`src/rtl/ctrl_pkg.sv`:
```
// rtl/ctrl_pkg.sv - opcode, ALUOp and InstType encodings plus control bundles for the decode-control pipe
package ctrl_pkg;

    localparam logic [6:0] OP_R      = 7'b0110011;
    localparam logic [6:0] OP_I      = 7'b0010011;
    localparam logic [6:0] OP_LOAD   = 7'b0000011;
    localparam logic [6:0] OP_STORE  = 7'b0100011;
    localparam logic [6:0] OP_BRANCH = 7'b1100011;
    localparam logic [6:0] OP_LUI    = 7'b0110111;
    localparam logic [6:0] OP_AUIPC  = 7'b0010111;
    localparam logic [6:0] OP_JAL    = 7'b1101111;
    localparam logic [6:0] OP_JALR   = 7'b1100111;

    localparam logic [6:0] F7_BASE = 7'b0000000;
    localparam logic [6:0] F7_ALT  = 7'b0100000;
    localparam logic [6:0] F7_MEXT = 7'b0000001;

    localparam logic [2:0] ALU_ADD = 3'b000;
    localparam logic [2:0] ALU_R   = 3'b010;
    localparam logic [2:0] ALU_I   = 3'b011;
    localparam logic [2:0] ALU_BR  = 3'b101;
    localparam logic [2:0] ALU_M   = 3'b110;

    localparam logic [2:0] IT_R = 3'b000;
    localparam logic [2:0] IT_I = 3'b001;
    localparam logic [2:0] IT_S = 3'b010;
    localparam logic [2:0] IT_B = 3'b011;
    localparam logic [2:0] IT_U = 3'b100;
    localparam logic [2:0] IT_J = 3'b101;

    typedef struct packed {
        logic       valid;
        logic       regwrite;
        logic       alusrc;
        logic       memread;
        logic       memwrite;
        logic       memtoreg;
        logic       branch;
        logic       jump;
        logic       auipc;
        logic       illegal;
        logic [2:0] aluop;
        logic [2:0] insttype;
        logic [2:0] func3;
        logic [4:0] rd;
        logic [4:0] rs1;
        logic [4:0] rs2;
    } ctrl_t;

    typedef struct packed {
        logic       valid;
        logic       regwrite;
        logic       memread;
        logic       memwrite;
        logic       memtoreg;
        logic [4:0] rd;
    } mem_ctrl_t;

    localparam ctrl_t     CTRL_BUBBLE = '0;
    localparam mem_ctrl_t MEM_BUBBLE  = '0;

endpackage

```
`src/rtl/ctrl_decode.sv`:
```
// rtl/ctrl_decode.sv - combinational RV32 decode into a control bundle plus source-register use flags
module ctrl_decode
    import ctrl_pkg::*;
#(
    parameter bit ENABLE_AUIPC = 1'b1,
    parameter bit ENABLE_MEXT  = 1'b1
) (
    input  logic [31:0] instr,
    output ctrl_t       ctrl,
    output logic        use_rs1,
    output logic        use_rs2
);

    logic [6:0] opcode;
    logic [6:0] funct7;
    logic       legal;
    logic       raw_rs1;
    logic       raw_rs2;
    ctrl_t      raw;

    assign opcode = instr[6:0];
    assign funct7 = instr[31:25];

    always_comb begin
        raw       = CTRL_BUBBLE;
        raw.valid = 1'b1;
        raw.func3 = instr[14:12];
        raw.rd    = instr[11:7];
        raw.rs1   = instr[19:15];
        raw.rs2   = instr[24:20];
        raw_rs1   = 1'b1;
        raw_rs2   = 1'b0;
        legal     = 1'b1;
        case (opcode)
            OP_R: begin
                raw.regwrite = 1'b1;
                raw.insttype = IT_R;
                raw_rs2      = 1'b1;
                if (funct7 == F7_BASE || funct7 == F7_ALT) begin
                    raw.aluop = ALU_R;
                end else if (ENABLE_MEXT && funct7 == F7_MEXT) begin
                    raw.aluop = ALU_M;
                end else begin
                    legal = 1'b0;
                end
            end
            OP_I: begin
                raw.aluop    = ALU_I;
                raw.alusrc   = 1'b1;
                raw.regwrite = 1'b1;
                raw.insttype = IT_I;
            end
            OP_LOAD: begin
                raw.aluop    = ALU_ADD;
                raw.alusrc   = 1'b1;
                raw.regwrite = 1'b1;
                raw.memread  = 1'b1;
                raw.memtoreg = 1'b1;
                raw.insttype = IT_I;
            end
            OP_STORE: begin
                raw.aluop    = ALU_ADD;
                raw.alusrc   = 1'b1;
                raw.memwrite = 1'b1;
                raw.insttype = IT_S;
                raw_rs2      = 1'b1;
            end
            OP_BRANCH: begin
                raw.aluop    = ALU_BR;
                raw.branch   = 1'b1;
                raw.insttype = IT_B;
                raw_rs2      = 1'b1;
            end
            OP_LUI: begin
                raw.alusrc   = 1'b1;
                raw.regwrite = 1'b1;
                raw.insttype = IT_U;
                raw_rs1      = 1'b0;
            end
            OP_AUIPC: begin
                raw.alusrc   = 1'b1;
                raw.regwrite = 1'b1;
                raw.auipc    = 1'b1;
                raw.insttype = IT_U;
                raw_rs1      = 1'b0;
                legal        = ENABLE_AUIPC;
            end
            OP_JAL: begin
                raw.alusrc   = 1'b1;
                raw.regwrite = 1'b1;
                raw.jump     = 1'b1;
                raw.insttype = IT_J;
                raw_rs1      = 1'b0;
            end
            OP_JALR: begin
                raw.alusrc   = 1'b1;
                raw.regwrite = 1'b1;
                raw.jump     = 1'b1;
                raw.insttype = IT_I;
            end
            default: legal = 1'b0;
        endcase
    end

    // Illegal instructions stay valid so the trap unit sees them, but drive no controls.
    always_comb begin
        ctrl    = raw;
        use_rs1 = legal & raw_rs1;
        use_rs2 = legal & raw_rs2;
        if (!legal) begin
            ctrl         = CTRL_BUBBLE;
            ctrl.valid   = 1'b1;
            ctrl.illegal = 1'b1;
            ctrl.func3   = raw.func3;
            ctrl.rd      = raw.rd;
            ctrl.rs1     = raw.rs1;
            ctrl.rs2     = raw.rs2;
        end
        if (ctrl.rd == 5'd0) begin
            ctrl.regwrite = 1'b0;
        end
    end

endmodule

```
`src/rtl/decode_ctrl_pipe.sv`:
```
// rtl/decode_ctrl_pipe.sv - ID decode with load-use stall, flush and back-pressure into ID/EX and EX/MEM control registers
module decode_ctrl_pipe
    import ctrl_pkg::*;
#(
    parameter bit ENABLE_AUIPC = 1'b1,
    parameter bit ENABLE_MEXT  = 1'b1,
    parameter bit HAZARD_EN    = 1'b1
) (
    input  logic        clk,
    input  logic        rst_n,
    input  logic        id_valid_i,
    input  logic [31:0] id_instr_i,
    input  logic        flush_i,
    input  logic        ex_ready_i,
    output logic        id_stall_o,
    output logic        ex_valid_o,
    output logic        ex_regwrite_o,
    output logic        ex_alusrc_o,
    output logic        ex_memread_o,
    output logic        ex_memwrite_o,
    output logic        ex_memtoreg_o,
    output logic        ex_branch_o,
    output logic        ex_jump_o,
    output logic        ex_auipc_o,
    output logic        ex_illegal_o,
    output logic [2:0]  ex_aluop_o,
    output logic [2:0]  ex_insttype_o,
    output logic [2:0]  ex_func3_o,
    output logic [4:0]  ex_rd_o,
    output logic [4:0]  ex_rs1_o,
    output logic [4:0]  ex_rs2_o,
    output logic        mem_valid_o,
    output logic        mem_regwrite_o,
    output logic        mem_memread_o,
    output logic        mem_memwrite_o,
    output logic        mem_memtoreg_o,
    output logic [4:0]  mem_rd_o
);

    ctrl_t     id_ctrl;
    ctrl_t     ex_q;
    mem_ctrl_t mem_q;
    logic      id_use_rs1;
    logic      id_use_rs2;
    logic      rs1_hit;
    logic      rs2_hit;
    logic      hazard;

    ctrl_decode #(
        .ENABLE_AUIPC (ENABLE_AUIPC),
        .ENABLE_MEXT  (ENABLE_MEXT)
    ) u_decode (
        .instr   (id_instr_i),
        .ctrl    (id_ctrl),
        .use_rs1 (id_use_rs1),
        .use_rs2 (id_use_rs2)
    );

    assign rs1_hit = id_use_rs1 && (id_ctrl.rs1 == ex_q.rd);
    assign rs2_hit = id_use_rs2 && (id_ctrl.rs2 == ex_q.rd);
    assign hazard  = HAZARD_EN && id_valid_i && ex_q.valid && ex_q.memread &&
                     (ex_q.rd != 5'd0) && (rs1_hit || rs2_hit);

    // A flush kills the dependent instruction, so there is nothing left to stall for.
    assign id_stall_o = ~ex_ready_i | (hazard & ~flush_i);

    always_ff @(posedge clk or negedge rst_n) begin
        if (!rst_n) begin
            ex_q  <= CTRL_BUBBLE;
            mem_q <= MEM_BUBBLE;
        end else if (ex_ready_i) begin
            mem_q.valid    <= ex_q.valid;
            mem_q.regwrite <= ex_q.regwrite;
            mem_q.memread  <= ex_q.memread;
            mem_q.memwrite <= ex_q.memwrite;
            mem_q.memtoreg <= ex_q.memtoreg;
            mem_q.rd       <= ex_q.rd;
            if (flush_i || hazard || !id_valid_i) begin
                ex_q <= CTRL_BUBBLE;
            end else begin
                ex_q <= id_ctrl;
            end
        end
    end

    assign ex_valid_o     = ex_q.valid;
    assign ex_regwrite_o  = ex_q.regwrite;
    assign ex_alusrc_o    = ex_q.alusrc;
    assign ex_memread_o   = ex_q.memread;
    assign ex_memwrite_o  = ex_q.memwrite;
    assign ex_memtoreg_o  = ex_q.memtoreg;
    assign ex_branch_o    = ex_q.branch;
    assign ex_jump_o      = ex_q.jump;
    assign ex_auipc_o     = ex_q.auipc;
    assign ex_illegal_o   = ex_q.illegal;
    assign ex_aluop_o     = ex_q.aluop;
    assign ex_insttype_o  = ex_q.insttype;
    assign ex_func3_o     = ex_q.func3;
    assign ex_rd_o        = ex_q.rd;
    assign ex_rs1_o       = ex_q.rs1;
    assign ex_rs2_o       = ex_q.rs2;

    assign mem_valid_o    = mem_q.valid;
    assign mem_regwrite_o = mem_q.regwrite;
    assign mem_memread_o  = mem_q.memread;
    assign mem_memwrite_o = mem_q.memwrite;
    assign mem_memtoreg_o = mem_q.memtoreg;
    assign mem_rd_o       = mem_q.rd;

endmodule

```
`config.mk`:
```
export PLATFORM = sky130hd
export DESIGN_NAME = decode_ctrl_pipe
export DESIGN_NICKNAME = d
export VERILOG_FILES = /design/src/rtl/ctrl_pkg.sv /design/src/rtl/ctrl_decode.sv /design/src/rtl/decode_ctrl_pipe.sv
export SDC_FILE = /design/constraint.sdc
export NUM_CORES = 1
export LEC_CHECK = 0
export ABC_AREA = 1
export ABC_CLOCK_PERIOD_IN_PS = 4400
export CAP_MARGIN = 10
export CORE_MARGIN = 2
export CORE_UTILIZATION = 45
export DETAILED_ROUTE_END_ITERATION = 8
export PLACE_DENSITY = 0.79
export SLEW_MARGIN = 20
export SYNTH_ARGS = -nofsm -noshare
export SYNTH_HDL_FRONTEND = slang
export SYNTH_SLANG_ARGS = --single-unit
export TNS_END_PERCENT = 50
```
`constraint.sdc`:
```
create_clock -name clk -period 4.4 [get_ports clk]
set_input_delay 1.32 -clock clk [delete_from_list [all_inputs] [get_ports clk]]
set_output_delay 1.32 -clock clk [all_outputs]
set_load 0.02 [all_outputs]
```
==> flow_summary.toml <==
[drt]
dr_total_vias = 2227
drt_wl_total_um = 5840
drc_errors = 0
firstDrtPassIters = 4
drt-wirelength-per-cell_um = 12.5
drt_iter0_markers = 141
vias_per_cell = 4.78
drtAntennaViolNets = 0

[floorplanning]
fp.dieH_um = 76.9
start_util = 0.468
die-area_mm2 = 0.00591
die_x_um = 76.9
core_mm2 = 0.00511
io_pins = 82
rows = 26

[place]
dp_hpwl_um = 4290
place.gp.congestion = 0.845
dpl_worst_slack_ns = -0.173
placed_cell_area_mm2 = 0.00335
numPortBuffers = 81

[min_path]
min_from = "mem_rd_o[0]$_DFFE_PN0P_"
holdCritPathClass = "flop to flop"

[clock_tree]
post_cts_buffers = 0
cts_hold_buf = 0
clock_sinks = 42
h-tree-depth = 2
cts-root-buf = "clkbuf_8"
clockBufferDepth = 2
cts_tree = "yes"
clkTransAtPathRegs_ns = 0.09
insertion_delay_ns = 0.29
cts_buffers = 5

[timing]
rsz0062_at_grt = "false"
hold_viol = 0
final-max-slew-violation-count = 0
worst_pin_slew_ns = 0.959
fin_skew_ns = 0.00756
max_freq_mhz = 234
period_share = 0.973
period_minus_slack_ns = 4.28
hold_ws_ns = 0.480
setup_viol = 0
setup_ws_ns = 0.120
relSlewSlack = 0.361

[critical_path]
timing.rr.start = "ex_rd_o[2]$_DFFE_PN0P_"
cp_max_fo = 7
path_class = "primary input to primary output"
cp-end-kind = "primary output"
worstPathRequired_ns = 3.08
startpoint_type = "primary input"
cp-startpoint = "id_instr_i[2]"
arrival_ns = 2.96

[yosys]
synth_seq_cells = 42
synthesis.nets = 336
syn_area_per_cell_um2 = 7.99
synth_top_area_share = 0.440
syn_area_mm2 = 0.00239
synth_edf_count = 0
yosys_warnings = 0
synth-seq-area-share = 0.440
ys_top_cells_by_area = "dfrtp_1 44%, nand2_1 19%, nand3_2 13%"
yosys.area.top_type = "dfrtp_1"
synthFlopType = "dfrtp_1"
syn_inst = 299
async_reset_ff_frac = 1.00
ys_types = 24

[pwr]
power.leakage_nw = 1.77
peakVddDrop_mv = 0.152
powerDensity_mw_per_mm2 = 258

[grt]
grt_pass1_wl_um = 9910
antenna_found_initial = 0
grt_pass1_vias = 2222
grt_max_degree = 46
track_usage = 0.204
gr-total-overflow = 0

[run_status]
status = "finished clean"

[finish]
fin_nets = 432
area_growth_pct = 44.7
drive_above_1_share = 0.210
final_cell_mix = "124 x nand2_1, 79 x clkdlybuf4s50_1, 42 x dfrtp_1, 31 x nand3_2, 22 x nor2_1"
fin_util = 0.677
antenna-diode-count = 0
layout_commonest_cell = "nand2_1"
design_area_mm2 = 0.00346
fillers = 430

[job]
drv_cap = 0
==> sequential cells by signal, indices dropped and copies added (netlist names), 3 cells and up <==
signal	count
mem_rd_o	5
ex_aluop_o	3
ex_rd_o	5
ex_rs2_o	5
ex_func3_o	3
ex_insttype_o	3
ex_rs1_o	5
==> report_power, final <==
group          internal (mW)  total [mW]  leakage [nW]  switching, mW
registers              0.401       0.414         0.573         0.0128
logic                 0.0827       0.168          1.14         0.0852
clock network          0.170       0.310        0.0585          0.140
==> metal layers <==
| metal | track usage | vias to the layer above | routed length, um | part of all wire |
|---|---|---|---|---|
| li1 | - | 1110 | - | - |
| met1 | 0.262 | 1054 | 2620 | 0.45 |
| met2 | 0.354 | 58 | 2820 | 0.48 |
| met3 | 0.0459 | 5 | 361 | 0.062 |
| met4 | 0.0382 | 0 | 36 | 0.0062 |
| met5 | 0 | - | 0 | 0 |
==> layout make-up <==
type / count / area [um2] / area share
multi-input combinational: 216 / 1140 / 0.330
inverter: 28 / 105 / 0.0304
timing repair buffer: 102 / 962 / 0.278
clock buffer: 5 / 68.8 / 0.0199
tap: 70 / 87.6 / 0.0253
sequential: 42 / 1050 / 0.304
clock inverter: 3 / 43.8 / 0.0127
==> kinds of logic after synthesis <==
kind of cell	synth area share
AO/OA/AOI/OAI	0.0162
XOR/XNOR	0.0293
buffers and inverters	0.0859
flip-flops	0.440
AND/OR/NAND/NOR	0.429
==> path summary, 6_finish.rpt <==
check | end | slack (ns) | depth (start not counted)
setup / recovery | id_stall_o | 0.12 | 9
hold / removal | mem_rd_o[0]$_DFFE_PN0P_ | 0.48 | 2
setup reg to reg | ex_rd_o[3]$_DFFE_PN0P_ | 2.69 | 8
hold reg to reg | mem_rd_o[0]$_DFFE_PN0P_ | 0.48 | 2
max in group asynchronous | ex_valid_o$_DFFE_PN0P_ | 2.64 | 1
min in group asynchronous | mem_regwrite_o$_DFFE_PN0P_ | 1.18 | 1
==> synth_stat cells, types with 4 or more instances <==
library cell / instances
buf_4: 4
clkbuf_1: 4
dfrtp_1: 42
inv_1: 20
inv_2: 8
nand2_1: 124
nand2_2: 5
nand3_1: 7
nand3_2: 31
nor2_1: 22
nor2_2: 5
xnor2_1: 5
==> stage by stage <==
stage	instances	total power [mW]	TNS, ns
2_1_floorplan	299	0.491	0
3_5_place_dp	458	0.590	-0.173
4_1_cts	466	0.900	0
5_1_grt	466	0.931	0
3_3_place_gp	458	0.587	-0.152
6_report	466	0.891	0
==> timing repair <==
action,in CTS,in global routing
hold endpoints to repair,0,0
resized for setup,1,0
endpoints found under the setup margin,1,0
==> critical path, stage by stage <==
cell and delay (ns):
clkdlybuf4s50_1 0.45, nor2_2 0.19, nand2_4 0.10, a21oi_1 0.17
nand3_1 0.11, nand2_2 0.09, nand3_4 0.06, o21ai_1 0.12
dlygate4sd2_1 0.34
Power figures use the tool's default switching activity.
